$ cat src/rtl/cla_pkg.sv
// Shared definitions for the iterative carry-lookahead add/subtract datapath.
package cla_pkg;

    localparam int SLICE_W = 8;

    typedef enum logic [1:0] {
        IDLE = 2'd0,
        RUN  = 2'd1,
        DONE = 2'd2
    } addsub_state_t;

    // Byte-index width; a single-slice configuration still needs one bit.
    function automatic int idx_width(input int nslice);
        if (nslice <= 1) begin
            return 1;
        end else begin
            return $clog2(nslice);
        end
    endfunction

endpackage

$ cat src/rtl/cla_slice_8.sv
// Purely combinational 8-bit carry-lookahead adder slice.
// Also exposes the carry into bit 7 for signed-overflow detection.
module cla_slice_8
    import cla_pkg::*;
(
    input  logic [SLICE_W-1:0] a,
    input  logic [SLICE_W-1:0] b,
    input  logic               cin,
    output logic [SLICE_W-1:0] sum,
    output logic               cout,
    output logic               c7
);

    logic [SLICE_W-1:0] w_p;
    logic [SLICE_W-1:0] w_g;
    logic [SLICE_W:0]   w_c;

    assign w_p = a ^ b;
    assign w_g = a & b;

    // Each carry is a flat sum of products of generate/propagate terms.
    always_comb begin
        logic acc;
        logic run_p;
        acc   = 1'b0;
        run_p = 1'b0;
        w_c   = {(SLICE_W+1){1'b0}};
        w_c[0] = cin;
        for (int i = 0; i < SLICE_W; i++) begin
            acc   = w_g[i];
            run_p = w_p[i];
            for (int j = i - 1; j >= 0; j--) begin
                acc   = acc | (run_p & w_g[j]);
                run_p = run_p & w_p[j];
            end
            acc = acc | (run_p & cin);
            w_c[i+1] = acc;
        end
    end

    assign sum  = w_p ^ w_c[SLICE_W-1:0];
    assign cout = w_c[SLICE_W];
    assign c7   = w_c[SLICE_W-1];

endmodule

$ cat src/rtl/cla_addsub_seq.sv
// Multi-cycle WIDTH-bit add/subtract: one byte per cycle through a shared
// 8-bit CLA slice, LSB first, with valid/ready handshakes on both sides.
module cla_addsub_seq
    import cla_pkg::*;
#(
    parameter int WIDTH  = 32,
    parameter int NSLICE = WIDTH / 8
)(
    input  logic             clk,
    input  logic             rst,
    input  logic             in_valid,
    output logic             in_ready,
    input  logic [WIDTH-1:0] a,
    input  logic [WIDTH-1:0] b,
    input  logic             sub,
    output logic             out_valid,
    input  logic             out_ready,
    output logic [WIDTH-1:0] result,
    output logic             carry_out,
    output logic             overflow,
    output logic             zero
);

    localparam int                IDX_W    = idx_width(NSLICE);
    localparam logic [IDX_W-1:0]  IDX_ONE  = IDX_W'(1);
    localparam logic [IDX_W-1:0]  IDX_LAST = IDX_W'(NSLICE - 1);

    addsub_state_t      r_state;
    addsub_state_t      w_next;
    logic [WIDTH-1:0]   r_a;
    logic [WIDTH-1:0]   r_b;
    logic               r_carry;
    logic [IDX_W-1:0]   r_idx;
    logic [WIDTH-1:0]   r_result;
    logic               r_carry_out;
    logic               r_overflow;
    logic               r_zero;
    logic               r_in_ready;
    logic               r_out_valid;

    logic [SLICE_W-1:0] w_a_byte;
    logic [SLICE_W-1:0] w_b_byte;
    logic [SLICE_W-1:0] w_sum;
    logic               w_cout;
    logic               w_c7;
    logic [WIDTH-1:0]   w_assembled;
    logic               w_last;

    assign w_a_byte = r_a[r_idx*SLICE_W +: SLICE_W];
    assign w_b_byte = r_b[r_idx*SLICE_W +: SLICE_W];
    assign w_last   = (r_idx == IDX_LAST);

    cla_slice_8 u_slice (
        .a    (w_a_byte),
        .b    (w_b_byte),
        .cin  (r_carry),
        .sum  (w_sum),
        .cout (w_cout),
        .c7   (w_c7)
    );

    // Result as it will look once the current byte is written back.
    always_comb begin
        w_assembled = r_result;
        w_assembled[r_idx*SLICE_W +: SLICE_W] = w_sum;
    end

    // Next-state logic.
    always_comb begin
        w_next = r_state;
        case (r_state)
            IDLE: begin
                if (in_valid) begin
                    w_next = RUN;
                end else begin
                    w_next = IDLE;
                end
            end
            RUN: begin
                if (w_last) begin
                    w_next = DONE;
                end else begin
                    w_next = RUN;
                end
            end
            DONE: begin
                if (out_ready) begin
                    w_next = IDLE;
                end else begin
                    w_next = DONE;
                end
            end
            default: w_next = IDLE;
        endcase
    end

    // State register and handshake outputs, registered from the next state.
    always_ff @(posedge clk) begin
        if (rst) begin
            r_state     <= IDLE;
            r_in_ready  <= 1'b1;
            r_out_valid <= 1'b0;
        end else begin
            r_state     <= w_next;
            r_in_ready  <= (w_next == IDLE);
            r_out_valid <= (w_next == DONE);
        end
    end

    // Operand latch, byte-serial accumulation and final flag capture.
    always_ff @(posedge clk) begin
        if (rst) begin
            r_a         <= {WIDTH{1'b0}};
            r_b         <= {WIDTH{1'b0}};
            r_carry     <= 1'b0;
            r_idx       <= {IDX_W{1'b0}};
            r_result    <= {WIDTH{1'b0}};
            r_carry_out <= 1'b0;
            r_overflow  <= 1'b0;
            r_zero      <= 1'b0;
        end else begin
            case (r_state)
                IDLE: begin
                    if (in_valid) begin
                        r_a     <= a;
                        r_b     <= sub ? ~b : b;
                        r_carry <= sub;
                        r_idx   <= {IDX_W{1'b0}};
                    end
                end
                RUN: begin
                    r_result[r_idx*SLICE_W +: SLICE_W] <= w_sum;
                    r_carry <= w_cout;
                    r_idx   <= r_idx + IDX_ONE;
                    if (w_last) begin
                        r_carry_out <= w_cout;
                        r_overflow  <= w_c7 ^ w_cout;
                        r_zero      <= (w_assembled == {WIDTH{1'b0}});
                    end
                end
                DONE: begin
                    r_idx <= {IDX_W{1'b0}};
                end
                default: begin
                    r_idx <= {IDX_W{1'b0}};
                end
            endcase
        end
    end

    assign in_ready  = r_in_ready;
    assign out_valid = r_out_valid;
    assign result    = r_result;
    assign carry_out = r_carry_out;
    assign overflow  = r_overflow;
    assign zero      = r_zero;

endmodule

$ cat config.mk
export PLATFORM = sky130hd
export DESIGN_NAME = cla_addsub_seq
export DESIGN_NICKNAME = d
export VERILOG_FILES = /design/src/rtl/cla_pkg.sv /design/src/rtl/cla_slice_8.sv /design/src/rtl/cla_addsub_seq.sv
export SDC_FILE = /design/constraint.sdc
export NUM_CORES = 1
export LEC_CHECK = 0
export CAP_MARGIN = 5
export CORE_UTILIZATION = 50
export CTS_CLUSTER_DIAMETER = 150
export DETAILED_ROUTE_END_ITERATION = 10
export PLACE_DENSITY = 0.81
export SYNTH_ARGS = -nofsm -noshare
export SYNTH_HDL_FRONTEND = slang
export SYNTH_SLANG_ARGS = --single-unit
$ cat constraint.sdc
create_clock -name clk -period 4.44 [get_ports clk]
set_clock_uncertainty 0.15 [all_clocks]
set_input_delay 0.666 -clock clk [delete_from_list [all_inputs] [get_ports clk]]
set_output_delay 0.666 -clock clk [all_outputs]
set_load 0.01 [all_outputs]
# Yosys cells after proc, flatten, opt, wreduce, memory -nomap -nowiden
# Cells that the tools add are included.
# word_totals
output_inout_bits,37
regBits,106
elab_cells,144
input_bits,69
# classes
n_addsub,2
bitwise,105
n_eq_ne,5
muxes,10
shift,4
reduce_logical,7
# ops
operator,n
$and 1x1->1,64
$shiftx 32x6->8,2
$or 1x1->1,36
$neg 5->34,1
$shift 8x34->32 const A,1
$shiftx 8x34->32,1
$bwmux 32,1
$logic_not 32->1,1
$mux 32,1
$not 32->32,1
$xor 8x8->8,2
$and 8x8->8,1
$eq 2x2->1 const B,3
$mux 2,3
$pmux 2 s3,1
$reduce_and 2->1,3
$logic_not 2->1,2
$pmux 2 s2,1
$add 2x1->2 const B,1
$eq 2x1->1 const B,1
$mux 1,2
$ne 2x2->1 const B,1
$pmux 1 s2,1
$reduce_bool 2->1,1
$xor 1x1->1,1

# Depth between registers and ports, before layout
# Gate-level depths: netlist of run 1.
# logic_depth
depth_word,14
mapped_depth,10
ltp_nobuf,8

# Modules after synthesis
# From an unflattened synthesis of run 1, not the netlist that was laid out.
# unflattened
hier_cells,549
area_unflattened_um2,5007.3
# by_module_without_submodules
mod,area_per_inst_um2,n_inst,cells_each,seq_area_each_um2
cla_addsub_seq,4635.7,1,502,2122.0
cla_slice_8,371.6,1,47,0.0

# Worst setup path before layout of run 1
# OpenSTA, ideal clock, no wires.
# synth_timing
path_kind,flip-flop to flip-flop
from,register r_idx[0]
to,"register r_zero, in the netlist zero"
arrival_time_ps,2970
slack_ps,1203
path_stages_with_launch,11
n_path_buf,2
path_cell_list,dfxtp_1 buf_2 buf_2 mux4_2 ha_1 o21a_1 o21a_1 o22ai_1 xnor2_1 nor3_1 o22a_1
# synth_between
elab_chain_cells,14
elab_cells_between_ends,89
# synth_lines
item,line,text
start: declaration,cla_addsub_seq.sv:33,logic [IDX_W-1:0] r_idx;
start signal: assignment,cla_addsub_seq.sv:116,r_idx <= {IDX_W{1'b0}};
start signal: assignment,cla_addsub_seq.sv:128,r_idx <= {IDX_W{1'b0}};
start signal: assignment,cla_addsub_seq.sv:134,r_idx <= r_idx + IDX_ONE;
$shiftx 32x6->8 (on tied branches),"cla_addsub_seq.sv:49, cla_addsub_seq.sv:50",
$xor 8x8->8 or $and 8x8->8 (tied branches),"cla_slice_8.sv:18, cla_slice_8.sv:19",
$and 1x1->1 (on tied branches),"cla_slice_8.sv:33, cla_slice_8.sv:34",
$or 1x1->1 (tied with other cells) (5 in a row),cla_slice_8.sv:33,acc = acc | (run_p & w_g[j]);
$or 1x1->1 or $and 1x1->1 (tied branches),"cla_slice_8.sv:33, cla_slice_8.sv:36",
$or 1x1->1,cla_slice_8.sv:36,acc = acc | (run_p & cin);
$xor 8x8->8,cla_slice_8.sv:41,assign sum = w_p ^ w_c[SLICE_W-1:0];
$shiftx 8x34->32,cla_addsub_seq.sv:65,w_assembled[r_idx*SLICE_W +: SLICE_W] = w_sum;
$bwmux 32,cla_addsub_seq.sv:65,
$logic_not 32->1,cla_addsub_seq.sv:138,r_zero <= (w_assembled == {WIDTH{1'b0}});
end signal: assignment,cla_addsub_seq.sv:138,
end: declaration,cla_addsub_seq.sv:37,logic r_zero;
# Several ways; a longest one is shown, not always the timed one.
# A chain may end at the register's enable or synchronous reset.

# Final worst setup path of run 1
# Ends and elaborated chain as after synthesis.

==> metrics.txt, run 1 <==
status complete, no violations; r2r setup slk 860 ps; I/O Buffers 105; worst vdd ir 0.184 mV; largest net degree at the start of global routing 57; Critical Path AT 3680 ps; DRC 0; Mean Syn Cell Area 9.01 sq um; Area Overhead vs Synth 25.4%; Slew HR 26.0%; first-pass GRT wire length 19300 um; ys async rst share 0%; CTS Hold Bufs 0; initial DRC count 254; synthesized flop and latch total 106; Setup TNS Final 0 ps; Final nets 715; sequential area share after synthesis 43.3%; count leader, synth dfxtp_1; fill count 833; Critical Path Sink Type register; clock latency on the worst-skew pair 350 ps; Routed Antenna Nets 0; Syn Nets 629; Yosys top cell area share 43.3%; Final Wtd Congestion 0.847; RSZ-0062 raised after global routing no; WP data required 4540 ps; initial antenna violation count 0; Rows 35; final number of setup-violating endpoints 0; final WL 12300 um; cell taking the most area after synthesis dfxtp_1; Synth warnings 0; CTS Buf Count 9; CTS HTree Levels 3; Wirelength per Cell 16.2 um; Synth Flop Type dfxtp_1; synth unique cells 40; CORE AREA 9370 sq um; grt ovf 0; CTS root buffer clkbuf_8; power per cell area 318 nW/um^2; die height 101 um; min-delay worst type register to register; routed vias/inst 5.57; share of layout cells above drive strength 1 6.48%; via count 4242; # IOs 106; Period minus WS final 3580 ps; All-Layer GR Usage 24.5%; post-CTS sizing 0; Post-synth top cells 106 x dfxtp_1, 86 x nor2_1, 72 x nand2_1, 45 x a21oi_1, 37 x a211oi_1; dpl hpwl 9100 um; CP max FO 18; Setup CP Type register to register; maximum clock path buffer count 2; CTS tree built; fmax 0.279 GHz; Fin. Hold Viols 0; Leak 2.19 nW; Pre-antenna DRT Iters 4; Max Cap Viol 0; vias in the first global route 3977; Post-Syn Instances 544; top post-synthesis cells by area dfxtp_1 43%, mux4_2 7.4%, nor2_1 6.6%; number of synthesized flops with an enable pin 0; DIE AREA 10200 sq um; Max Slew Vio Count 0; Post-Syn Area 4900 sq um; CTS sink count 106; CP Launch Type register; Starting Density 52.3%; Antenna Cells 0; Worst-Margin Slew 1110 ps; clock-pin transition on the worst setup and hold timing paths 100 ps; post-CTS setup buffers 0; Layout Cells excl Fill 762; Inst Count DP 748; period utilization 80.7%; Horiz. Die Dim 101 um
## power by group
group	leakage (nW)	switching, mW	internal [mW]	total, mW
Combinational	1.24	0.214	0.188	0.402
Clock	0.0786	0.310	0.201	0.511
Sequential	0.868	0.0432	1.00	1.05
## layout by cell type, fill, tap and decap left out, types with 2 or more instances in the layout
master and instances:
dfxtp_1 106, clkdlybuf4s50_1 103, nor2_1 86, nand2_1 72, a21oi_1 45, a211oi_1 37, xnor2_1 34, a22oi_1 32
mux4_2 16, ha_1 15, nor3_1 10, clkbuf_8 9, nor4_1 7, buf_4 7, o21ai_0 5, inv_1 4
o21a_1 4, xor2_1 4, nand2b_1 3, o211ai_1 3, nand3_1 3, or3_1 2, o22ai_1 2, a31oi_1 2
nor4b_1 2
## flip-flops by register name, summed over array words and instances, names as in the netlist
name / flops
r_state: 2
r_carry: 1
carry_out: 1
r_a: 32
zero: 1
out_valid: 1
r_idx: 2
r_b: 32
overflow: 1
result: 32
in_ready: 1
## worst paths after layout
kind | start | to | cells past startpoint
setup / recovery | r_idx[0]$_SDFFE_PP0P_ | zero$_SDFFE_PP0P_ | 8
hold / removal | r_a[15]$_SDFFE_PP0P_ | r_a[15]$_SDFFE_PP0P_ | 2
setup reg to reg | r_idx[0]$_SDFFE_PP0P_ | zero$_SDFFE_PP0P_ | 8
hold reg to reg | r_a[15]$_SDFFE_PP0P_ | r_a[15]$_SDFFE_PP0P_ | 2
## metal layers
layer / GRT usage (%) / part of all wire [%] / vias to the layer above
li1: - / - / 2097
met1: 32.9 / 45 / 1981
met2: 40.3 / 48 / 145
met3: 3.88 / 5.5 / 19
met4: 8.25 / 1.4 / 0
met5: 0 / 0 / -
## critical path: stages, from the launching register on
cell and delay (ps):
dfxtp_1 1050, mux4_2 650, ha_1 340, a211oi_1 310, nor2_1 100, xor2_1 430
a211o_1 160, nor3_1 50, o22a_1 220
## per-stage QoR
stage	cell area [sq um]	hold slack (ps)	total power [mW]	setup slack, ps	utilization [%]
after floorplan	4900	283	1.31	1200	-
after global placement	5990	291	1.45	892	63.9
after detailed placement	5990	299	1.46	818	63.9
after CTS	6150	313	1.96	819	65.6
after global routing	6150	333	2.04	505	65.6
final	6150	312	1.96	855	65.6
## logic make-up after synthesis
family,share of synthesized area (%)
muxes,7.55
adders and majority gates,4.24
AOI/OAI and AO/OA,18.2
DFF,43.3
buffers and inverters,3.68
and+or+nand+nor,16.3
xor gates and xnor gates,6.79
## area by class of cell
type                            count  area, sq um  share of cell area, %
Multi-Input combinational cell    397         2600                   42.3
Sequential cell                   106         2120                   34.5
Timing Repair Buffer              111         1090                   17.7
Tap cell                          129          161                   2.62
Clock buffer                       10          128                   2.08
Clock inverter                      4         30.0                  0.488
Inverter                            5         18.8                  0.305
Note: power is estimated with default switching activity, not from simulation.
==> run 2, diff against run 1 <==
--- a/config.mk
+++ b/config.mk
@@ -6,10 +6,10 @@
 export NUM_CORES = 1
 export LEC_CHECK = 0
 export CAP_MARGIN = 5
-export CORE_UTILIZATION = 50
+export CORE_UTILIZATION = 46
 export CTS_CLUSTER_DIAMETER = 150
 export DETAILED_ROUTE_END_ITERATION = 10
-export PLACE_DENSITY = 0.81
+export PLACE_DENSITY = 0.78
 export SYNTH_ARGS = -nofsm -noshare
 export SYNTH_HDL_FRONTEND = slang
 export SYNTH_SLANG_ARGS = --single-unit
==> constraint.sdc (replaced) <==
create_clock -name clk -period 2.96 [get_ports clk]
set_clock_uncertainty 0.15 [all_clocks]
set_input_delay 0.444 -clock clk [delete_from_list [all_inputs] [get_ports clk]]
set_output_delay 0.444 -clock clk [all_outputs]
set_load 0.01 [all_outputs]
==> metrics.txt, run 2 (synthesis gave the netlist of run 1 again) <==
status complete, no violations (unchanged); # IOs 106 (unchanged); first-pass GRT wire length 20100 um (was 19300 um); Horiz. Die Dim 105 um (was 101 um); Starting Density 47.5% (was 52.3%); Internal 2.31 mW (was 1.39 mW); Pre-antenna DRT Iters 5 (was 4); Max Slew Vio Count 0 (unchanged); vias in the first global route 3999 (was 3977); Leak 2.30 nW (was 2.19 nW); Inst Count DP 765 (was 748); initial DRC count 279 (was 254); CTS sink count 106 (unchanged); Gate power share 20.6% (was 20.5%); via count 4267 (was 4242); share of layout cells above drive strength 1 9.15% (was 6.48%); maximum clock path buffer count 2 (unchanged); Seq pwr share 48.6% (was 53.4%); dpl hpwl 9240 um (was 9100 um); Critical Path Sink Type register (unchanged); DIE AREA 11100 sq um (was 10200 sq um); Setup CP Type register to register (unchanged); Period minus WS final 2870 ps (was 3580 ps); Area Overhead vs Synth 30.1% (was 25.4%); power per cell area 503 nW/um^2 (was 318 nW/um^2); Antenna Cells 0 (unchanged); I/O Buffers 105 (unchanged); Final Wtd Congestion 0.913 (was 0.847); CTS tree built (unchanged); CTS HTree Levels 3 (unchanged); largest net degree at the start of global routing 82 (was 57); CTS root buffer clkbuf_8 (unchanged); clock-pin transition on the worst setup and hold timing paths 100 ps (about the same); most frequent cells in the layout 105 x dfxtp_1, 103 x clkdlybuf4s50_1, 86 x nor2_1 (was 106 x dfxtp_1, 103 x clkdlybuf4s50_1, 86 x nor2_1); Sw Pwr 0.895 mW (was 0.568 mW); Final nets 725 (was 715); Critical Path AT 2980 ps (was 3680 ps); worst hold slack 310 ps (was 312 ps); initial antenna violation count 0 (unchanged); Setup TNS Final 0 ps (unchanged); Max Cap Viol 0 (unchanged); Slew HR 42.8% (was 26.0%); clock latency on the worst-skew pair 370 ps (was 350 ps); most common cell after layout, fill and taps aside dfxtp_1 (unchanged); CTS Buf Count 9 (unchanged); grt ovf 0 (unchanged); period utilization 97.1% (was 80.7%); min-delay worst type register to register (unchanged); CP Launch Type register (unchanged); WP data required 3070 ps (was 4540 ps); Worst-Margin Slew 858 ps (was 1110 ps); CORE AREA 10300 sq um (was 9370 sq um); All-Layer GR Usage 22.9% (was 24.5%); fill count 875 (was 833); Wirelength per Cell 15.8 um (was 16.2 um); routed vias/inst 5.46 (was 5.57); CTS Hold Bufs 0 (unchanged); Routed Antenna Nets 0 (unchanged); die height 105 um (was 101 um); final number of setup-violating endpoints 0 (unchanged); fmax 0.348 GHz (was 0.279 GHz); Rows 37 (was 35); Clk pwr share 30.8% (was 26.1%); Fin. Hold Viols 0 (unchanged); CP max FO 16 (was 18); Layout Cells excl Fill 781 (was 762); Sw Share 27.9% (was 29.0%); DRC 0 (unchanged); worst vdd ir 0.300 mV (was 0.184 mV); RSZ-0062 raised after global routing yes (was no); final WL 12400 um (was 12300 um)
==> run 2: changes by cell type in the layout (fill, tap and decap cells not counted), sizes merged <==
cell	change
buf	+10
clkinv	-2
bufinv	+2
clkbuf	+1
inv	+1
==> run 2: worst max-delay path: stages, from the launching register on <==
cell and delay, ps:
dfxtp_2 390, buf_12 170, mux4_2 530, ha_1 370, a21oi_1 230, o211ai_1 170
a21oi_1 260, xnor2_2 190, a211oi_1 130, o22a_1 180
==> run 2: power by group through the flow <==
stage | sequential (mW) | combinational (mW) | clock, mW
after detailed placement | 1.59 | 0.646 | 0
after global routing | 1.57 | 0.720 | 1.05
after global placement | 1.58 | 0.636 | 0
final | 1.56 | 0.661 | 0.988
after floorplan | 1.57 | 0.398 | 0
after CTS | 1.56 | 0.649 | 0.996
==> run 2: timing repair <==
item	CTS	global route
gates resized for setup	0	6
endpoints found under the setup margin	0	17
buffers inserted	0	0
==> run 2: layout make-up <==
cell class,count,area [sq um],area share (%)
timing repair buffer,121,1210,19.0
sequential,106,2120,33.3
clock inverter,5,85.1,1.33
clock buffer,11,131,2.06
tap,136,170,2.67
multi-input combinational,397,2630,41.3
inverter,5,18.8,0.294
==> run 2: through the flow <==
stage          power (mW)  worst slack (ps)  util [%]  cell area, sq um
3_5_place_dp         2.23              42.3      59.4              6130
5_1_grt              3.34             -70.9      61.8              6380
6_report             3.21              85.1      61.8              6380
2_1_floorplan        1.97              53.7         -              4920
3_3_place_gp         2.22               114      59.4              6130
4_1_cts              3.20             0.735      61.4              6340
==> run 2: path summary, 6_finish.rpt <==
| path | start | endpoint | slack (ps) | cells past startpoint |
|---|---|---|---|---|
| hold reg to reg | r_a[30]$_SDFFE_PP0P_ | r_a[30]$_SDFFE_PP0P_ | 310 | 2 |
| setup / recovery | r_idx[0]$_SDFFE_PP0P_ | zero$_SDFFE_PP0P_ | 90 | 9 |
| setup reg to reg | r_idx[0]$_SDFFE_PP0P_ | zero$_SDFFE_PP0P_ | 90 | 9 |
| hold / removal | r_a[30]$_SDFFE_PP0P_ | r_a[30]$_SDFFE_PP0P_ | 310 | 2 |
==> run 2: routing by layer <==
layer,vias up,track usage (%),wire length (um)
met5,-,0,0
met3,20,4.70,642
li1,2120,-,-
met2,133,35.5,5690
met1,1994,32.1,5820
met4,0,6.64,226
==> run 3, diff against run 2 <==
--- a/config.mk
+++ b/config.mk
@@ -7,7 +7,7 @@
 export LEC_CHECK = 0
 export CAP_MARGIN = 5
 export CORE_UTILIZATION = 46
-export CTS_CLUSTER_DIAMETER = 150
+export CTS_CLUSTER_DIAMETER = 120
 export DETAILED_ROUTE_END_ITERATION = 10
 export PLACE_DENSITY = 0.78
 export SYNTH_ARGS = -nofsm -noshare
==> results of run 3 <==
Same layout as run 2: the final DEF is identical, and so are final timing and power.
